--- config.mk ---
export PLATFORM = sky130hd
export DESIGN_NAME = mem_ctrl
export DESIGN_NICKNAME = d
export VERILOG_FILES = /design/src/rtl/mem_pkg.sv /design/src/rtl/load_ext.sv /design/src/rtl/mem_ctrl.sv
export SDC_FILE = /design/constraint.sdc
export NUM_CORES = 1
export LEC_CHECK = 0
export ABC_AREA = 1
export CAP_MARGIN = 20
export CELL_PAD_IN_SITES_DETAIL_PLACEMENT = 1
export CELL_PAD_IN_SITES_GLOBAL_PLACEMENT = 2
export CORE_ASPECT_RATIO = 0.75
export CORE_MARGIN = 3
export CORE_UTILIZATION = 23
export CTS_CLUSTER_DIAMETER = 200
export DETAILED_ROUTE_END_ITERATION = 10
export HOLD_SLACK_MARGIN = 0.1
export PLACE_DENSITY_LB_ADDON = 0.3
export SYNTH_ARGS = -nofsm -noshare
export SYNTH_HDL_FRONTEND = slang
export SYNTH_SLANG_ARGS = --single-unit
--- constraint.sdc ---
create_clock -name clk -period 1.9 [get_ports clk]
set_input_delay 0.19 -clock clk [delete_from_list [all_inputs] [get_ports clk]]
set_output_delay 0.19 -clock clk [all_outputs]
set_load 0.01 [all_outputs]
--- src/rtl/mem_pkg.sv ---
// Shared encodings and helpers for the byte/half/word data-memory controller.
package mem_pkg;
  typedef enum logic [2:0] {
    OP_LW = 3'd0, OP_LB = 3'd1, OP_LBU = 3'd2, OP_LH = 3'd3,
    OP_LHU = 3'd4, OP_SW = 3'd5, OP_SB = 3'd6, OP_SH = 3'd7
  } mem_op_t;

  typedef enum logic [1:0] {IDLE, ACC0, ACC1, FIN} state_t;

  localparam int          DM_WORDS = 3073;
  localparam logic [31:0] DM_LIMIT = 32'(DM_WORDS * 4);  // 0x3004

  function automatic logic is_word(input mem_op_t o);
    return (o == OP_LW) || (o == OP_SW);
  endfunction

  function automatic logic is_half(input mem_op_t o);
    return (o == OP_LH) || (o == OP_LHU) || (o == OP_SH);
  endfunction

  function automatic logic is_store(input mem_op_t o);
    return (o == OP_SW) || (o == OP_SB) || (o == OP_SH);
  endfunction

  function automatic logic is_illegal(input mem_op_t o, input logic [31:0] a);
    logic bad;
    bad = (a[31:16] != 16'h0) || (a >= DM_LIMIT);
    if (is_word(o) && (a[1:0] != 2'b00)) bad = 1'b1;
    if (is_half(o) && a[0]) bad = 1'b1;
    return bad;
  endfunction
endpackage

--- src/rtl/load_ext.sv ---
// Load-result extension: raw word (or {hi8,lo8} in bits 15:0) to architectural rdata.
module load_ext
  import mem_pkg::*;
(
  input  mem_op_t     op,
  input  logic [31:0] raw,
  output logic [31:0] rdata
);
  always_comb begin
    rdata = raw;
    case (op)
      OP_LB:   rdata = {{24{raw[7]}}, raw[7:0]};
      OP_LBU:  rdata = {24'h0, raw[7:0]};
      OP_LH:   rdata = {{16{raw[15]}}, raw[15:0]};
      OP_LHU:  rdata = {16'h0, raw[15:0]};
      default: rdata = raw;
    endcase
  end
endmodule

--- src/rtl/mem_ctrl.sv ---
// Sequences one load/store per request onto a word/byte data memory;
// halfwords take two byte-mode accesses, low byte first.
module mem_ctrl
  import mem_pkg::*;
(
  input  logic        clk,
  input  logic        rst,
  input  logic        req,
  input  logic [2:0]  op,
  input  logic [31:0] addr,
  input  logic [31:0] wdata,
  output logic        busy,
  output logic        done,
  output logic        err,
  output logic [31:0] rdata,
  output logic [13:0] dm_addr,
  output logic [31:0] dm_din,
  output logic        dm_we,
  output logic        dm_bmode,
  output logic [1:0]  dm_bsel,
  input  logic [31:0] dm_dout
);
  state_t      state;
  mem_op_t     op_q;
  mem_op_t     op_in;
  logic [7:0]  whi_q;
  logic [7:0]  lo_q;
  logic        we_q;
  logic [31:0] raw;
  logic [31:0] ext;

  assign op_in = mem_op_t'(op);

  // Second half access reassembles the halfword from the captured low byte.
  assign raw = (state == ACC1) ? {16'h0, dm_dout[7:0], lo_q} : dm_dout;

  load_ext u_ext (.op(op_q), .raw(raw), .rdata(ext));

  // A write whose edge coincides with reset must never reach the memory.
  assign dm_we = we_q & ~rst;

  always_ff @(posedge clk) begin
    if (rst) begin
      state    <= IDLE;
      busy     <= 1'b0;
      done     <= 1'b0;
      err      <= 1'b0;
      rdata    <= 32'h0;
      we_q     <= 1'b0;
      dm_bmode <= 1'b0;
      dm_addr  <= 14'h0;
      dm_bsel  <= 2'b00;
      dm_din   <= 32'h0;
      op_q     <= OP_LW;
      whi_q    <= 8'h0;
      lo_q     <= 8'h0;
    end else begin
      case (state)
        IDLE: if (req) begin
          op_q  <= op_in;
          whi_q <= wdata[15:8];
          busy  <= 1'b1;
          if (is_illegal(op_in, addr)) begin
            state <= FIN;
            done  <= 1'b1;
            err   <= 1'b1;
          end else begin
            state    <= ACC0;
            dm_addr  <= addr[15:2];
            dm_bmode <= ~is_word(op_in);
            dm_bsel  <= addr[1:0];
            we_q     <= is_store(op_in);
            dm_din   <= is_word(op_in) ? wdata : {24'h0, wdata[7:0]};
          end
        end
        ACC0: begin
          lo_q <= dm_dout[7:0];
          if (is_half(op_q)) begin
            state   <= ACC1;
            dm_bsel <= dm_bsel + 2'd1;
            dm_din  <= {24'h0, whi_q};
          end else begin
            state    <= FIN;
            done     <= 1'b1;
            we_q     <= 1'b0;
            dm_bmode <= 1'b0;
            if (!is_store(op_q)) rdata <= ext;
          end
        end
        ACC1: begin
          state    <= FIN;
          done     <= 1'b1;
          we_q     <= 1'b0;
          dm_bmode <= 1'b0;
          if (!is_store(op_q)) rdata <= ext;
        end
        FIN: begin
          state <= IDLE;
          done  <= 1'b0;
          err   <= 1'b0;
          busy  <= 1'b0;
        end
        default: state <= IDLE;
      endcase
    end
  end
endmodule

==> out/qor.yml <==
route:
  via_per_inst: 4.548
  dr.pass1.iters: 4
  drt-initial-drc-count: 261
  met1Wirelength_mm: 8.417
  ant_nets: 0
  wl_met3_mm: 1.075
  post_drt_wl_per_cell_um: 15.74
  routed_wl_mm: 17.04
  vias: 4925
  wl_met2_mm: 7.311
  top_layer_used: "met4"
  drc: 0
global_route:
  grt_overflow: 0
  grt_max_degree: 41
  grt_pass1_wl_mm: 27.37
  grt_pass1_vias: 5236
  grt_usage_pct: 15.75
  antenna_found_initial: 0
yosys:
  synth_area_leader_cell: "dfxtp_1"
  ys_seq_area_share_pct: 46.23
  synth_nets: 741
  synth_area_leaders: "dfxtp_1, nand2_1, nor2_1, o21ai_0, a21oi_1"
  synthesis.area_mm2: 0.004591
  avgSynthCellArea_um2: 7.229
  postSynth.asyncResetShare_pct: 0
  syn_inst: 635
  yosysTopAreaCellShare_pct: 46.23
  synthFlopType: "dfxtp_1"
  yosysWarnings: 0
  synth_common_cells: "nand2_1, nor2_1, dfxtp_1, o21ai_0, a21oi_1"
  synth-seq-cells: 106
  yosysMostFrequentCell: "nand2_1"
  synth_edf_count: 0
  synth.distinct_cells: 31
power_and_ir_drop:
  switching_share_pct: 39.25
  p_per_area_mw_per_mm2: 1335
  combPwrFrac_pct: 48.5
  seqPwrFrac_pct: 31.7
  p_switching_w: 0.003763
  clkPwrFrac_pct: 19.8
  vdd_drop_max_uv: 427.9
  p_leak_nw: 2.886
  p_int_w: 0.005824
worst_setup_path:
  crit_required_ns: 2.18
  cp_max_fo: 24
  r2r_slack_ns: 0.14
  worstReg2RegStart: "state[1]"
  start_kind: "flop"
  critPathKind: "flop to flop"
  r2r_end: "dm_din[12]"
  crit_end: "dm_din[12]"
  startpoint: "state[1]"
  reg2regPathDepth: 9
  crit_arrival_ns: 2.05
  cp-end-kind: "flop"
floorplan:
  die-area_mm2: 0.02171
  placementRows: 44
  ios: 187
  start_util_pct: 23.56
  die_x_um: 169.1
  fp.coreArea_mm2: 0.01949
  die_h_um: 128.4
sta:
  fmax_ghz: 0.5678
  rsz0062_at_grt: "true"
  min_period_ns: 1.761
  drv_slew: 0
  slew_headroom_pct: 76.78
  fin_crit_sh_pct: 92.69
  whs_ns: 0.3975
  layout_setup_ws_ns: 0.1388
  worst_slew_pin_slew_ns: 0.3446
  finalHoldViolations: 0
  skew_ns: 0.008235
  finalSetupViolCount: 0
cells_and_area:
  finalInstanceArea_mm2: 0.007181
  drive_above_1_share_pct: 7.590
  area_growth_syn_to_layout_pct: 56.42
  diodes: 0
  finalNetCount: 932
clock_network:
  clk_path_buf_depth: 2
  cts-root-buf: "clkbuf_16"
  cts.clk_slew.worst_paths_ns: 0.07
  cts_buffers: 9
  cts_sinks: 106
  htreeDepth: 3
  cts_setup_buffers: 0
  tritoncts: "built"
  clock_latency_ns: 0.35
run:
  maxCapViolations: 0
placement:
  dp_hpwl_mm: 13.05
  place.gp.congestion: 0.7974
  io_buffers: 186
  place_ws_ns: -0.05651
  placed_area_mm2: 0.006880
status:
  status: "completed"
min_path:
  hp-class: "primary input to flop"
-- critical path: stages, from the launching register on --
cell	delay (ns)
dfxtp_2	0.35
inv_1	0.09
ha_1	0.25
inv_1	0.15
nor2_1	0.22
inv_1	0.14
nand3_4	0.13
buf_12	0.16
nand2_1	0.07
a21oi_1	0.13
-- how the worst min path moves through the flow --
stage                     depth (start not counted)  slack (ns)         end         from
final                                             3        0.40   rdata[16]  dm_dout[16]
after floorplan                                   2        0.32     lo_q[0]   dm_dout[0]
after detailed placement                          2        0.46  dm_din[27]   dm_din[27]
after global placement                            2        0.45  dm_din[23]   dm_din[23]
after global routing                              3        0.39   rdata[16]  dm_dout[16]
after CTS                                         3        0.38   rdata[16]  dm_dout[16]
-- logic make-up (layout without fill, tap and decap cells) --
group	count (synthesis)	in the layout	share of synthesized area, %
flops	106	106	46.23
simple gates	309	309	28.32
fa+ha+maj	4	4	1.090
compound gates	136	136	15.45
mux	7	7	1.526
buf+inv	73	268	7.386
-- per-stage QoR --
step | utilization (%) | std cells | setup TNS (ns) | total power [W]
after global placement | 35.30 | 1068 | 0 | 0.007591
after CTS | 36.82 | 1083 | 0 | 0.009747
final | 36.85 | 1083 | 0 | 0.009587
after detailed placement | 35.30 | 1068 | -0.5996 | 0.007776
after floorplan | - | 635 | 0 | 0.005607
after global routing | 36.85 | 1083 | -0.004195 | 0.01039
-- layer usage --
metal  up-vias  global-route usage [%]
li1       2427                       -
met1      2356                   21.61
met3        14                   4.515
met5         -                       0
met4         0                   4.375
met2       128                   24.31
-- sequential cells by signal, indices dropped and copies added (netlist names) --
signal	cells
busy	1
op_q	3
rdata	32
err	1
done	1
state	2
dm_bsel	2
whi_q	8
lo_q	8
dm_bmode	1
dm_din	32
we_q	1
dm_addr	14
-- layout make-up --
cell class              instances  area [um2]
fillers                      2384       12310
repair buffers                215        2167
multi-input cells             456        2135
flip-flops and latches        106        2125
well taps                     253       316.6
clock buffers                  11       242.7
inverters                      38       142.6
clock inverters                 4       52.55
-- cells in the final DEF (no fill, tap or decap), types with 3 or more instances in the layout --
| master | n |
|---|---|
| buf_12 | 7 |
| nor2_1 | 111 |
| ha_1 | 3 |
| a31oi_1 | 9 |
| nand3_1 | 32 |
| buf_4 | 22 |
| inv_1 | 32 |
| nand4_1 | 4 |
| dfxtp_1 | 104 |
| clkbuf_16 | 9 |
| nand2_1 | 150 |
| o21ai_0 | 66 |
| inv_2 | 6 |
| a21oi_1 | 57 |
| clkdlybuf4s50_1 | 186 |
| mux2i_1 | 7 |
-- what timing repair did --
item | CTS | global route
hold buffers | 0 | 0
gates resized for setup | 0 | 3
endpoints found under the setup margin | 0 | 44
hold endpoints to repair | 0 | 0
-- power by group through the flow --
stage                     combinational [W]  sequential (W)  clock, W
final                               0.00465         0.00304   0.00190
after global placement              0.00453         0.00306         0
after detailed placement            0.00470         0.00308         0
after floorplan                     0.00244         0.00317         0
after global routing                0.00520         0.00311   0.00208
after CTS                           0.00472         0.00304   0.00199
(Power assumes the default switching activity.)
